<file path="config.mk">
export PLATFORM = sky130hd
export DESIGN_NAME = cp0_exc_ctrl
export DESIGN_NICKNAME = d
export VERILOG_FILES = /design/src/rtl/cp0_exc_ctrl_pkg.sv /design/src/rtl/cp0_req_gen.sv /design/src/rtl/cp0_exc_ctrl.sv
export SDC_FILE = /design/constraint.sdc
export NUM_CORES = 1
export LEC_CHECK = 0
export ABC_AREA = 1
export BUFFER_PORTS_ARGS = -buffer_cell sky130_fd_sc_hd__buf_4
export CORE_AREA = 2 2 95 97
export DETAILED_ROUTE_END_ITERATION = 6
export DIE_AREA = 0 0 97 99
export PLACE_DENSITY = 0.82
export SLEW_MARGIN = 20
export SYNTH_ARGS = -nofsm -noshare
export SYNTH_HDL_FRONTEND = slang
export SYNTH_SLANG_ARGS = --single-unit
</file>
<file path="constraint.sdc">
create_clock -name clk -period 2.3 [get_ports clk]
set_clock_uncertainty 0.1 [all_clocks]
set_input_delay 0.46 -clock clk [delete_from_list [all_inputs] [get_ports clk]]
set_output_delay 0.46 -clock clk [all_outputs]
set_load 0.1 [all_outputs]
</file>
<file path="src/rtl/cp0_exc_ctrl_pkg.sv">
// Shared definitions for the CP0 exception controller: register numbers,
// field bit positions, exception codes and the USER/KERNEL mode encoding.
package cp0_exc_ctrl_pkg;

   localparam logic [4:0] CP0_SR    = 5'd12;
   localparam logic [4:0] CP0_CAUSE = 5'd13;
   localparam logic [4:0] CP0_EPC   = 5'd14;
   localparam logic [4:0] CP0_PRID  = 5'd15;

   localparam int SR_IE        = 0;
   localparam int SR_EXL       = 1;
   localparam int SR_IM_LO     = 10;
   localparam int SR_IM_HI     = 15;
   localparam int CAUSE_EXC_LO = 2;
   localparam int CAUSE_EXC_HI = 6;
   localparam int CAUSE_IP_LO  = 10;
   localparam int CAUSE_IP_HI  = 15;
   localparam int CAUSE_BD     = 31;

   typedef enum logic [4:0] {
      EXC_INT  = 5'd0,
      EXC_ADEL = 5'd4,
      EXC_ADES = 5'd5,
      EXC_RI   = 5'd10,
      EXC_OV   = 5'd12
   } exc_code_e;

   // Mode is exactly SR.EXL: KERNEL while a handler is running.
   typedef enum logic {
      MODE_USER   = 1'b0,
      MODE_KERNEL = 1'b1
   } mode_e;

endpackage

</file>
<file path="src/rtl/cp0_req_gen.sv">
// Combinational exception/interrupt request and ExcCode selection.
// Interrupts take priority over synchronous exceptions; EXL masks both.
module cp0_req_gen
   import cp0_exc_ctrl_pkg::*;
(
   input  logic [5:0] hw_int_i,
   input  logic [5:0] im_i,
   input  logic       ie_i,
   input  logic       exl_i,
   input  logic       error_i,
   input  logic [4:0] exc_i,
   output logic       int_req_o,
   output logic [4:0] code_o
);

   logic int_pend;
   logic exc_pend;

   assign int_pend  = (|(hw_int_i & im_i)) & ie_i & ~exl_i;
   assign exc_pend  = error_i & ~exl_i;
   assign int_req_o = int_pend | exc_pend;
   assign code_o    = int_pend ? EXC_INT : exc_i;

endmodule

</file>
<file path="src/rtl/cp0_exc_ctrl.sv">
// CP0 register file (SR/Cause/EPC/PRId) and exception entry/return sequencing
// for the M stage of the 5-stage MIPS pipeline.
module cp0_exc_ctrl
   import cp0_exc_ctrl_pkg::*;
#(
   parameter logic [31:0] HANDLER_ADDR = 32'h0000_4180,
   parameter logic [31:0] PRID_VAL     = 32'h2019_1217
) (
   input  logic        clk,
   input  logic        reset,
   input  logic [31:0] PC_M,
   input  logic        BD_M,
   input  logic [4:0]  Exc_M,
   input  logic        error_M,
   input  logic [5:0]  HWInt,
   input  logic        cp0_we,
   input  logic [4:0]  cp0_addr,
   input  logic [31:0] cp0_wdata,
   input  logic        eret_M,
   output logic [31:0] cp0_rdata,
   output logic        IntReq,
   output logic [31:0] EPC_out,
   output logic [31:0] handler_pc
);

   mode_e       mode_q, mode_d;
   logic [5:0]  im_q, im_d;
   logic        ie_q, ie_d;
   logic        bd_q, bd_d;
   logic [5:0]  ip_q, ip_d;
   logic [4:0]  code_q, code_d;
   logic [29:0] epc_q, epc_d;

   logic        exl;
   logic [4:0]  sel_code;
   logic [29:0] victim_pc;
   logic        unused_pc;

   assign exl = (mode_q == MODE_KERNEL);

   cp0_req_gen u_req_gen (
      .hw_int_i (HWInt),
      .im_i     (im_q),
      .ie_i     (ie_q),
      .exl_i    (exl),
      .error_i  (error_M),
      .exc_i    (Exc_M),
      .int_req_o(IntReq),
      .code_o   (sel_code)
   );

   // A delay-slot victim restarts at its branch, one word earlier.
   assign victim_pc = BD_M ? (PC_M[31:2] - 30'd1) : PC_M[31:2];
   assign unused_pc = ^PC_M[1:0];

   always_comb begin
      mode_d = mode_q;
      im_d   = im_q;
      ie_d   = ie_q;
      bd_d   = bd_q;
      ip_d   = HWInt;
      code_d = code_q;
      epc_d  = epc_q;
      if (IntReq) begin
         // The M instruction is flushed, so its mtc0/eret must not land.
         mode_d = MODE_KERNEL;
         code_d = sel_code;
         bd_d   = BD_M;
         epc_d  = victim_pc;
      end else begin
         if (cp0_we) begin
            case (cp0_addr)
               CP0_SR: begin
                  im_d   = cp0_wdata[SR_IM_HI:SR_IM_LO];
                  ie_d   = cp0_wdata[SR_IE];
                  mode_d = cp0_wdata[SR_EXL] ? MODE_KERNEL : MODE_USER;
               end
               CP0_EPC: epc_d = cp0_wdata[31:2];
               default: ;
            endcase
         end
         if (eret_M) begin
            mode_d = MODE_USER;
         end
      end
   end

   always_ff @(posedge clk or posedge reset) begin
      if (reset) begin
         mode_q <= MODE_USER;
         im_q   <= '0;
         ie_q   <= 1'b0;
         bd_q   <= 1'b0;
         ip_q   <= '0;
         code_q <= '0;
         epc_q  <= '0;
      end else begin
         mode_q <= mode_d;
         im_q   <= im_d;
         ie_q   <= ie_d;
         bd_q   <= bd_d;
         ip_q   <= ip_d;
         code_q <= code_d;
         epc_q  <= epc_d;
      end
   end

   always_comb begin
      cp0_rdata = '0;
      case (cp0_addr)
         CP0_SR: begin
            cp0_rdata[SR_IM_HI:SR_IM_LO] = im_q;
            cp0_rdata[SR_EXL]            = exl;
            cp0_rdata[SR_IE]             = ie_q;
         end
         CP0_CAUSE: begin
            cp0_rdata[CAUSE_BD]                   = bd_q;
            cp0_rdata[CAUSE_IP_HI:CAUSE_IP_LO]    = ip_q;
            cp0_rdata[CAUSE_EXC_HI:CAUSE_EXC_LO]  = code_q;
         end
         CP0_EPC:  cp0_rdata = {epc_q, 2'b00};
         CP0_PRID: cp0_rdata = PRID_VAL;
         default:  cp0_rdata = '0;
      endcase
   end

   assign EPC_out    = {epc_q, 2'b00};
   assign handler_pc = HANDLER_ADDR;

endmodule

</file>
==> reports/metrics.csv, run 1 <==
metric;value;unit
status;complete, no violations;
register bit total from synthesis;50;
gr usage total;0.238;
Max Cap Viol;0;
cell taking the most area after synthesis;dfrtp_1;
Final Wtd Congestion;0.933;
drt first pass iters;5;
reg2reg path depth;8;
# hold bufs at CTS;0;
# setup viols final;0;
area fraction of the dominant cell type after synthesis;0.333;
simple-gate portion of the synthesized area;0.368;
antenna violations before repair;0;
DRC Markers;0;
Critical-path top delay cell;buf_4;
total gr overflow;0;
DRT iter0 DRCs;203;
worst vdd ir;622;µV
CTS tree;yes;
compound-gate portion of the synthesized area;0.0796;
n_diodes;0;
total power;6640;µW
Pleak;0.00275;µW
Placed Area;5020;µm²
Post-CTS Setup Inserts;0;
Post-Syn Area;3760;µm²
mux cell area share after synthesis;0;
die area;9600;µm²
largest family of logic cells by synthesized area;simple AND/OR/NAND/NOR gates;
RSZ-0062 raised after global routing;no;
number of enable flip-flop cells after synthesis;0;
CTS Buffer Depth;2;
most common cell in the netlist;nand2_1;
clock-pin transition on the worst setup and hold timing paths;0.09;ns
Setup crit start kind;input port;
Via Count;4103;
Post-Synth XOR/XNOR Area;0.0466;
Synth-to-Final Area Change;36.5;%
worst path cell trace;buf_4 -> nor2_1 -> nand2_2 -> clkinv_4 -> nand2_1 -> nand3_2 -> buf_4;
Skew-Pair Late Insertion Delay;0.30;ns
final cycle utilization of the critical path;0.981;
vias in the first global route;3843;
synthesized area per cell;6.41;µm²
count of pins over their slew limit;0;
routed len/inst;14.1;µm
Netlist cell types;31;
CTS buffer count;5;
worst path required time;1.74;ns
crit path buf inv count;3;
Final Util;0.600;
die height;99;µm
Starting Density;0.440;
Placed Instances;831;
final instance area;5130;µm²
fin crit period;2.26;ns
Final ANT Viol Nets;0;
CP arrival;1.70;ns
Worst setup EP type;output port;
CP max stage delay;0.29;ns
core area;8550;µm²
Crit path top cell by count;buf_4;
critical path fanouts, max;18;
# port buffers;146;
dpl hpwl;9370;µm
Seq/Total Area, Yosys;0.333;
CTS H-Tree Depth;2;
top_reg_cell synth;dfrtp_1;
Crit path depth;7;
Area contributors post-synth;dfrtp_1 33%, nand2_1 19%, nor2_1 8.1%;
Root Driver;clkbuf_8;
WS Path Type;in2out;
synthesized instance count;586;
Hold Slack;0.0663;ns
final hold vios;0;
filler cell count;779;
largest net degree at the start of global routing;59;
Post-synth top cells;195 x nand2_1, 81 x nor2_1, 70 x inv_1, 50 x dfrtp_1, 44 x nand3_1;
Power Density;1290;nW/µm²
nets@finish;817;
first-pass GRT wire length;18800;µm
FFs w/ async S/R, synth;1.00;
clock sink total;50;
io pins;183;
f_max;443;MHz
Ys Warns;0;
Adder-Cell Fraction of Synth Area;0.00333;
vias per cell;4.89;
non-filler cells in the finished layout;839;
Post-Route WL;11800;µm
path category of the worst min-delay check;in2async;
CP delay by family, top;buffers and inverters;
Row Count;34;
Die Width;97;µm
layout cell share with drive strength beyond 1;0.283;
-- cells by family after synthesis --
family	after synthesis
simple gates	337
fa+ha+maj	1
compound gates	53
xor+xnor	20
other cells	2
flops	50
buf+inv	123
-- sequential cells by signal, indices dropped and copies added (netlist names) --
| register | flops |
|---|---|
| bd_q | 1 |
| ip_q | 6 |
| ie_q | 1 |
| code_q | 5 |
| im_q | 6 |
| epc_q | 30 |
| exl | 1 |
-- final timing paths --
check,start,end,slack (ns)
min in group clk,HWInt[3],ip_q[3]$_DFF_PP0_,0.17
max in group asynchronous,reset,epc_q[3]$_DFFE_PP0P_,1.45
setup reg to reg,im_q[5]$_DFFE_PP0P_,epc_q[1]$_DFFE_PP0P_,0.35
hold / removal,reset,ip_q[3]$_DFF_PP0_,0.07
hold reg to reg,epc_q[10]$_DFFE_PP0P_,epc_q[10]$_DFFE_PP0P_,0.43
setup / recovery,cp0_addr[4],cp0_rdata[11],0.04
-- placed cells by master, fill, tap and decap left out, types with 2 or more instances in the layout --
cell type	instances
nor2_1	65
o21ai_0	29
xor2_1	13
conb_1	34
clkbuf_8	5
nand2_2	10
nor2_4	15
dfrtp_1	49
nand2_1	187
nor3_1	2
buf_12	2
xnor2_1	7
nand3_2	5
nand4_1	4
a21oi_1	3
o211ai_1	6
nor2_2	5
clkinvlp_4	2
buf_4	153
inv_1	69
inv_2	2
nand3_1	40
o21ai_1	13
-- power by group --
part	switching, µW	internal [µW]
Clock	299	324
Combinational	3530	906
Sequential	312	1260
Total	4150	2490
-- stage by stage --
stage          TNS [ns]  setup slack, ns
6_report              0           0.0429
5_1_grt               0           0.0108
4_1_cts               0           0.0497
3_5_place_dp          0           0.0234
3_3_place_gp          0           0.0761
2_1_floorplan     -3.51           -0.445
-- worst register-to-register path: stages (launching register included) --
cell,delay (ns)
dfrtp_1,0.42
nand2_1,0.08
nand3_1,0.11
o211ai_4,0.31
buf_4,0.20
nand3_2,0.10
inv_2,0.34
nand2_1,0.13
nand2_1,0.11
-- cell type report --
cell class / count / area [µm²] / area share
Clock buffer: 5 / 68.8 / 0.0134
Clock inverter: 3 / 45.0 / 0.00878
Inverter: 73 / 282 / 0.0549
Multi-Input combinational cell: 445 / 2160 / 0.421
Sequential cell: 50 / 1250 / 0.244
Tap cell: 108 / 135 / 0.0263
Timing Repair Buffer: 155 / 1190 / 0.232
-- routing by layer --
| metal | up-vias | share of wire | track usage |
|---|---|---|---|
| li1 | 2023 | - | - |
| met1 | 1858 | 0.41 | 0.309 |
| met5 | - | 0 | 0 |
| met2 | 197 | 0.49 | 0.412 |
| met4 | 0 | 0.025 | 0.0726 |
| met3 | 25 | 0.079 | 0.0333 |
-- repair_timing --
| action | CTS | global route |
|---|---|---|
| gates resized for setup | 0 | 0 |
| setup endpoints to repair | 0 | 1 |
| hold endpoints to repair | 0 | 0 |
(Power assumes the default switching activity.)
==> inputs of run 2 (changes only) <==
--- a/config.mk
+++ b/config.mk
@@ -12,4 +12,5 @@
 export DIE_AREA = 0 0 97 99
 export PLACE_DENSITY = 0.82
+export RECOVER_POWER = 50
 export SLEW_MARGIN = 20
 export SYNTH_ARGS = -nofsm -noshare
--- a/constraint.sdc
+++ b/constraint.sdc
@@ -3,3 +3,3 @@
 set_input_delay 0.46 -clock clk [delete_from_list [all_inputs] [get_ports clk]]
 set_output_delay 0.46 -clock clk [all_outputs]
-set_load 0.1 [all_outputs]
+set_load 0.02 [all_outputs]
==> run 2 against run 1 <==
  * Count of clock-buffer cells in the layout stayed put
  * Clock power is 0.8% higher
  * Largest cell class unchanged
  * Worst hold slack better by 0.11 ns
  * Highest routed layer unchanged
  * Die area stayed put
  * Global-route usage is 0.78 points lower
  * Critical path depth is 2 lower
  * First-iteration DRC count is 37% higher
  * Via count is 1.5% lower
  * Fmax is 5.9% higher
  * Power is 35% lower
  * Design area is 5.9% lower
  * Combinational power is 52% lower
==> reports/metrics.csv, run 2 (synthesized netlist as in run 1, its figures left out) <==
metric;value;unit;change
Row Count;34;;unchanged
count of pins over their slew limit;0;;unchanged
io pins;183;;unchanged
nets@finish;815;;-0.24%
die area;9600;µm²;unchanged
DRC Markers;0;;unchanged
routed len/inst;13.5;µm;-4.3%
WS Path Type;reg2out;;
crit path buf inv count;1;;-2
# port buffers;146;;unchanged
final hold vios;0;;unchanged
final setup TNS;0;ns;unchanged
Post-CTS Setup Inserts;0;;unchanged
slew margin rel.;0.196;;
worst path cell trace;nand2_1 -> nand3_1 -> o211ai_4 -> nand2_2 -> buf_4;;
CTS H-Tree Depth;2;;unchanged
Hold Slack;0.181;ns;+0.115 ns
RSZ-0062 raised after global routing;no;;
drt first pass iters;5;;unchanged
# hold bufs at CTS;0;;unchanged
clock sink total;50;;unchanged
Max Cap Viol;0;;unchanged
clock-pin transition on the worst setup and hold timing paths;0.09;ns;about the same
CP delay by family, top;flip-flops;;
worst vdd ir;404;µV;-35%
CP max stage delay;0.41;ns;+0.12 ns
Starting Density;0.440;;unchanged
Skew-Pair Late Insertion Delay;0.31;ns;about the same
status;complete, no violations;;
Die Width;97;µm;unchanged
Worst setup EP type;output port;;
CTS buffer count;5;;unchanged
Synth-to-Final Area Change;28.4;%;
Power Density;893;nW/µm²;-31%
critical path fanouts, max;6;;-12
max reg flops;30;;unchanged
Post-Route WL;11300;µm;-4.6%
total gr overflow;0;;unchanged
CTS resizes;0;;unchanged
vias in the first global route;3772;;-1.8%
CTS tree;yes;;
n_diodes;0;;unchanged
Final ANT Viol Nets;0;;unchanged
biggest regs;epc_q x30, im_q x6, ip_q x6;;
core area;8550;µm²;unchanged
Root Driver;clkbuf_8;;
gr usage total;0.230;;-0.00776
Pleak;0.00262;µW;-4.9%
dpl hpwl;8970;µm;-4.2%
Final Wtd Congestion;0.870;;-6.7%
Reg with most FFs;epc_q;;
commonest non-fill, non-tap cell in the layout;nand2_1;;
filler cell count;846;;+8.6%
CP arrival;1.57;ns;-0.13 ns
Via Count;4042;;-1.5%
vias per cell;4.83;;-1.3%
CTS Buffer Depth;2;;unchanged
# setup viols final;0;;unchanged
path category of the worst min-delay check;in2reg;;
f_max;469;MHz;+5.9%
worst path required time;1.74;ns;about the same
largest net degree at the start of global routing;51;;-14%
Critical-path top delay cell;dfrtp_1;;
fin crit period;2.13;ns;-0.126 ns
final cycle utilization of the critical path;0.927;;-0.0548
Final Util;0.564;;-0.0357
commonest cells after routing, fill and taps aside;195 x nand2_1, 119 x buf_4, 81 x nor2_1, 70 x inv_1, 50 x dfrtp_1;;
antenna violations before repair;0;;unchanged
layout cell share with drive strength beyond 1;0.202;;-0.0815
DRT iter0 DRCs;278;;+37%
Slew @ Worst Pin;1.21;ns;
die height;99;µm;unchanged
first-pass GRT wire length;18100;µm;-3.4%
Setup crit start kind;flop;;
[run 2: worst reg2reg max path, stage by stage (launching register included)]
cell      delay [ns]
dfrtp_1         0.41
nand2_1         0.07
nand3_1         0.14
o211ai_4        0.32
nand3_2         0.16
inv_2           0.34
nand2_1         0.11
nand2_1         0.09
[run 2: path summary, 6_finish.rpt]
check	slack (ns)	cells past startpoint	end	from
max	0.17	5	IntReq	im_q[2]$_DFFE_PP0P_
min	0.18	1	ip_q[0]$_DFF_PP0_	HWInt[0]
max reg2reg	0.51	7	epc_q[12]$_DFFE_PP0P_	im_q[2]$_DFFE_PP0P_
min reg2reg	0.42	2	epc_q[15]$_DFFE_PP0P_	epc_q[15]$_DFFE_PP0P_
max in group asynchronous	0.93	3	ip_q[5]$_DFF_PP0_	reset
min in group asynchronous	0.44	3	epc_q[22]$_DFFE_PP0P_	reset
[run 2: where the power goes]
part           internal [µW]  switching, µW
Clock                    326            302
Sequential              1260            296
Combinational            706           1420
Total                   2290           2020
[run 2: area by class of cell]
class | instances | area (µm²) | share of cell area
clock buffer | 5 | 68.8 | 0.0143
clock inverter | 3 | 43.8 | 0.00907
inverter | 73 | 278 | 0.0576
multi-input combinational | 445 | 2000 | 0.414
sequential | 50 | 1250 | 0.259
tap | 108 | 135 | 0.0280
timing repair buffer | 153 | 1050 | 0.218
[run 2: layer usage]
metal | part of all wire | routed length (µm) | GRT usage
met4 | 0.022 | 243 | 0.0758
met5 | 0 | 0 | 0
met1 | 0.43 | 4860 | 0.307
met2 | 0.47 | 5350 | 0.381
met3 | 0.073 | 817 | 0.0397
[run 2: stage by stage]
stage / setup slack (ns) / std cells / area (µm²) / total power (µW)
floorplan: 0.315 / 618 / 3880 / 2980
global placement: 0.179 / 829 / 4820 / 3820
detailed placement: 0.0782 / 829 / 4820 / 3880
CTS: 0.146 / 837 / 4930 / 4510
global route: 0.0739 / 837 / 4830 / 4630
finish: 0.169 / 837 / 4830 / 4310
==> inputs of run 3 (changes only) <==
Settings changed: ABC_AREA 1 to unset, CORE_AREA 2 2 95 97 to 2 2 93 95, DIE_AREA 0 0 97 99 to 0 0 95 97, PLACE_DENSITY 0.82 to 0.83, SYNTH_HIERARCHICAL set to 1.
==> run 3 against run 2 <==
  * Utilization up 3.6 points
  * Power down 21%
  * Fmax down 3.6%
  * Sequential share of layout area down 0.29 points
  * Register-to-register slack worse by 0.19 ns
  * Synthesized cell count down 31%
  * Count of clock-buffer cells in the layout up 1
  * Non-clock buffer count up 32
  * Synthesized area down 4.5%
  * Setup slack worse by 0.080 ns
  * Wire length down 1.4%
  * Critical endpoint is now cp0_rdata[14]
  * Largest power group is now sequential cells
==> reports/metrics.csv, run 3 <==
metric;value;unit;change
Synth-to-Final Area Change;36.0;%;
CTS H-Tree Depth;2;;unchanged
Sequential Power Share;0.419;;+0.059
Row Count;33;;-2.9%
Pleak;0.00231;µW;-12%
die height;97;µm;-2.0%
Crit path top cell by count;buf_4;;
# setup viols final;0;;unchanged
die area;9220;µm²;-4.0%
fin crit period;2.21;ns;+0.0797 ns
Root Driver;clkbuf_8;;
Final ANT Viol Nets;0;;unchanged
layout cell share with drive strength beyond 1;0.334;;+0.132
Hold Slack;0.197;ns;+0.0156 ns
worst path required time;1.74;ns;about the same
Max Cap Viol;0;;unchanged
commonest non-fill, non-tap cell in the layout;buf_4;;
critical path fanouts, max;7;;+1
worst path cell trace;buf_4 -> nor4bb_4 -> buf_4 -> and2_1 -> buf_4 -> nand2_1 -> o21ai_1 -> buf_4;;
cell taking the most area after synthesis;dfrtp_1;;
WS Path Type;in2out;;
CP arrival;1.65;ns;+0.08 ns
max reg flops;30;;unchanged
Final Wtd Congestion;0.924;;+6.3%
clock power share;0.181;;+0.035
gr usage total;0.239;;+0.00853
Post-synth top cells;50 x dfrtp_1, 40 x and3_1, 34 x buf_4, 33 x clkbuf_1, 24 x a211oi_1;;
Seq/Total Area, Yosys;0.349;;+0.0158
# hold bufs at CTS;0;;unchanged
CP max stage delay;0.26;ns;-0.15 ns
Post-Syn Area;3590;µm²;-4.5%
core area;8130;µm²;-4.9%
slew margin rel.;0.187;;-0.00895
CTS tree;yes;;
Combinational Power Share;0.399;;-0.095
antenna violations before repair;0;;unchanged
status;complete, no violations;;
io pins;183;;unchanged
worst vdd ir;296;µV;-27%
Placed Area;4890;µm²;+1.3%
crit path buf inv count;4;;+3
RSZ-0062 raised after global routing;no;;
# port buffers;146;;unchanged
clock sink total;50;;unchanged
Netlist cell types;49;;+58%
Area contributors post-synth;dfrtp_1 35%, buf_4 7.1%, and3_1 7.0%;;
drt first pass iters;5;;unchanged
synthesized area per cell;8.90;µm²;+39%
FFs w/ async S/R, synth;1.00;;unchanged
synthesized instance count;403;;-31%
final hold vios;0;;unchanged
Die Width;95;µm;-2.1%
Setup crit start kind;input port;;
Switch Pwr;1370;µW;-32%
final setup TNS;0;ns;unchanged
Via Count;3716;;-8.1%
most common cell in the netlist;dfrtp_1;;
routed len/inst;16.7;µm;+24%
Slew @ Worst Pin;1.22;ns;+0.0134 ns
CP delay by family, top;buffers and inverters;;
vias in the first global route;3679;;-2.5%
DRC Markers;0;;unchanged
register bit total from synthesis;50;;unchanged
Ys Warns;6;;+6
first-pass GRT wire length;17600;µm;-2.7%
largest net degree at the start of global routing;51;;unchanged
f_max;452;MHz;-3.6%
area fraction of the dominant cell type after synthesis;0.349;;+0.0158
path category of the worst min-delay check;in2reg;;
top_reg_cell synth;dfrtp_1;;
Post-Route WL;11100;µm;-1.4%
number of enable flip-flop cells after synthesis;0;;unchanged
vias per cell;5.59;;+16%
n_diodes;0;;unchanged
internal power;2050;µW;-10%
final cycle utilization of the critical path;0.961;;+0.0346
clock-pin transition on the worst setup and hold timing paths;0.09;ns;about the same
biggest regs;epc_q x30, im_q x6, ip_q x6;;
count of pins over their slew limit;0;;unchanged
DRT iter0 DRCs;128;;-54%
Starting Density;0.441;;+0.00160
sw frac;0.400;;-0.0686
commonest cells after routing, fill and taps aside;149 x buf_4, 50 x dfrtp_1, 40 x and3_1, 34 x conb_1, 32 x clkbuf_1;;
Worst setup EP type;output port;;
filler cell count;730;;-14%
Reg with most FFs;epc_q;;
Critical-path top delay cell;nor4bb_4;;
dpl hpwl;8450;µm;-5.8%
total gr overflow;0;;unchanged
Skew-Pair Late Insertion Delay;0.30;ns;about the same
CTS Buffer Depth;2;;unchanged
CTS buffer count;5;;unchanged
final instance area;4880;µm²;+1.1%
nets@finish;646;;-21%
Final Util;0.600;;+0.0355
Power Density;701;nW/µm²;-22%
-- run 3: changes by cell type after synthesis, sizes merged, moves of 18 or more --
cell,before,now
a211oi,0,24
a31oi,0,18
and3,0,40
clkbuf,6,33
inv,72,6
nand2,199,23
nand3,45,9
nor2,85,8
o21ai,42,16
-- run 3: cell type report --
| type | count | area [µm²] | share of cell area |
|---|---|---|---|
| clock buffer | 6 | 72.6 | 0.0149 |
| clock inverter | 2 | 37.5 | 0.00769 |
| inverter | 6 | 22.5 | 0.00462 |
| multi-input combinational | 311 | 2070 | 0.425 |
| sequential | 50 | 1250 | 0.256 |
| tap | 105 | 131 | 0.0269 |
| timing repair buffer | 185 | 1290 | 0.264 |
-- run 3: worst paths after layout --
check                               startpoint               endpoint  slack [ns]  depth (start not counted)
min reg2reg                   bd_q$_DFFE_PP0P_       bd_q$_DFFE_PP0P_        0.42                          1
max                                cp0_addr[4]          cp0_rdata[14]        0.09                          8
max reg2reg                im_q[0]$_DFFE_PP0P_  epc_q[29]$_DFFE_PP0P_        0.32                          8
min                                   HWInt[2]      ip_q[2]$_DFF_PP0_        0.20                          1
max in group asynchronous                reset   epc_q[5]$_DFFE_PP0P_        0.90                          3
min in group asynchronous                reset  code_q[3]$_DFFE_PP0P_        0.46                          3
-- run 3: cells by family (layout without fill, tap and decap cells) --
family                   Yosys count  count (layout)  synth area share
AND/OR/NAND/NOR                  138             138             0.234
AO/OA/AOI/OAI                    112             112             0.224
buffers and inverters             74             199             0.113
flip-flops                        50              50             0.349
multiplexers                      17              17            0.0520
XOR/XNOR                           9               9            0.0220
other                              2              34           0.00209
adder cells (fa/ha/maj)            1               1           0.00349
-- run 3: what timing repair did --
item | 4_1_cts | 5_1_grt
setup endpoints to repair | 0 | 13
gates resized for setup | 0 | 3
buffers inserted | 0 | 1
-- run 3: routing by layer --
metal / up-vias / global-route usage / wire length [µm]
li1: 1765 / - / -
met1: 1767 / 0.315 / 4520
met2: 168 / 0.407 / 5660
met3: 16 / 0.0304 / 736
met4: 0 / 0.0658 / 188
met5: - / 0 / 0
-- run 3: power groups by stage --
stage               Sequential (µW)  Combinational [µW]  Clock [µW]
global route                   1470                1490         654
floorplan                      1650                 648           0
global placement               1440                1500           0
CTS                            1440                1530         628
finish                         1430                1370         620
detailed placement             1450                1530           0
-- run 3: through the flow --
stage	instances	total power [µW]	setup WS [ns]
floorplan	435	2300	-0.00384
global placement	656	2940	-0.0859
detailed placement	656	2980	-0.123
CTS	664	3600	0.0237
global route	665	3610	0.0112
finish	665	3420	0.0892
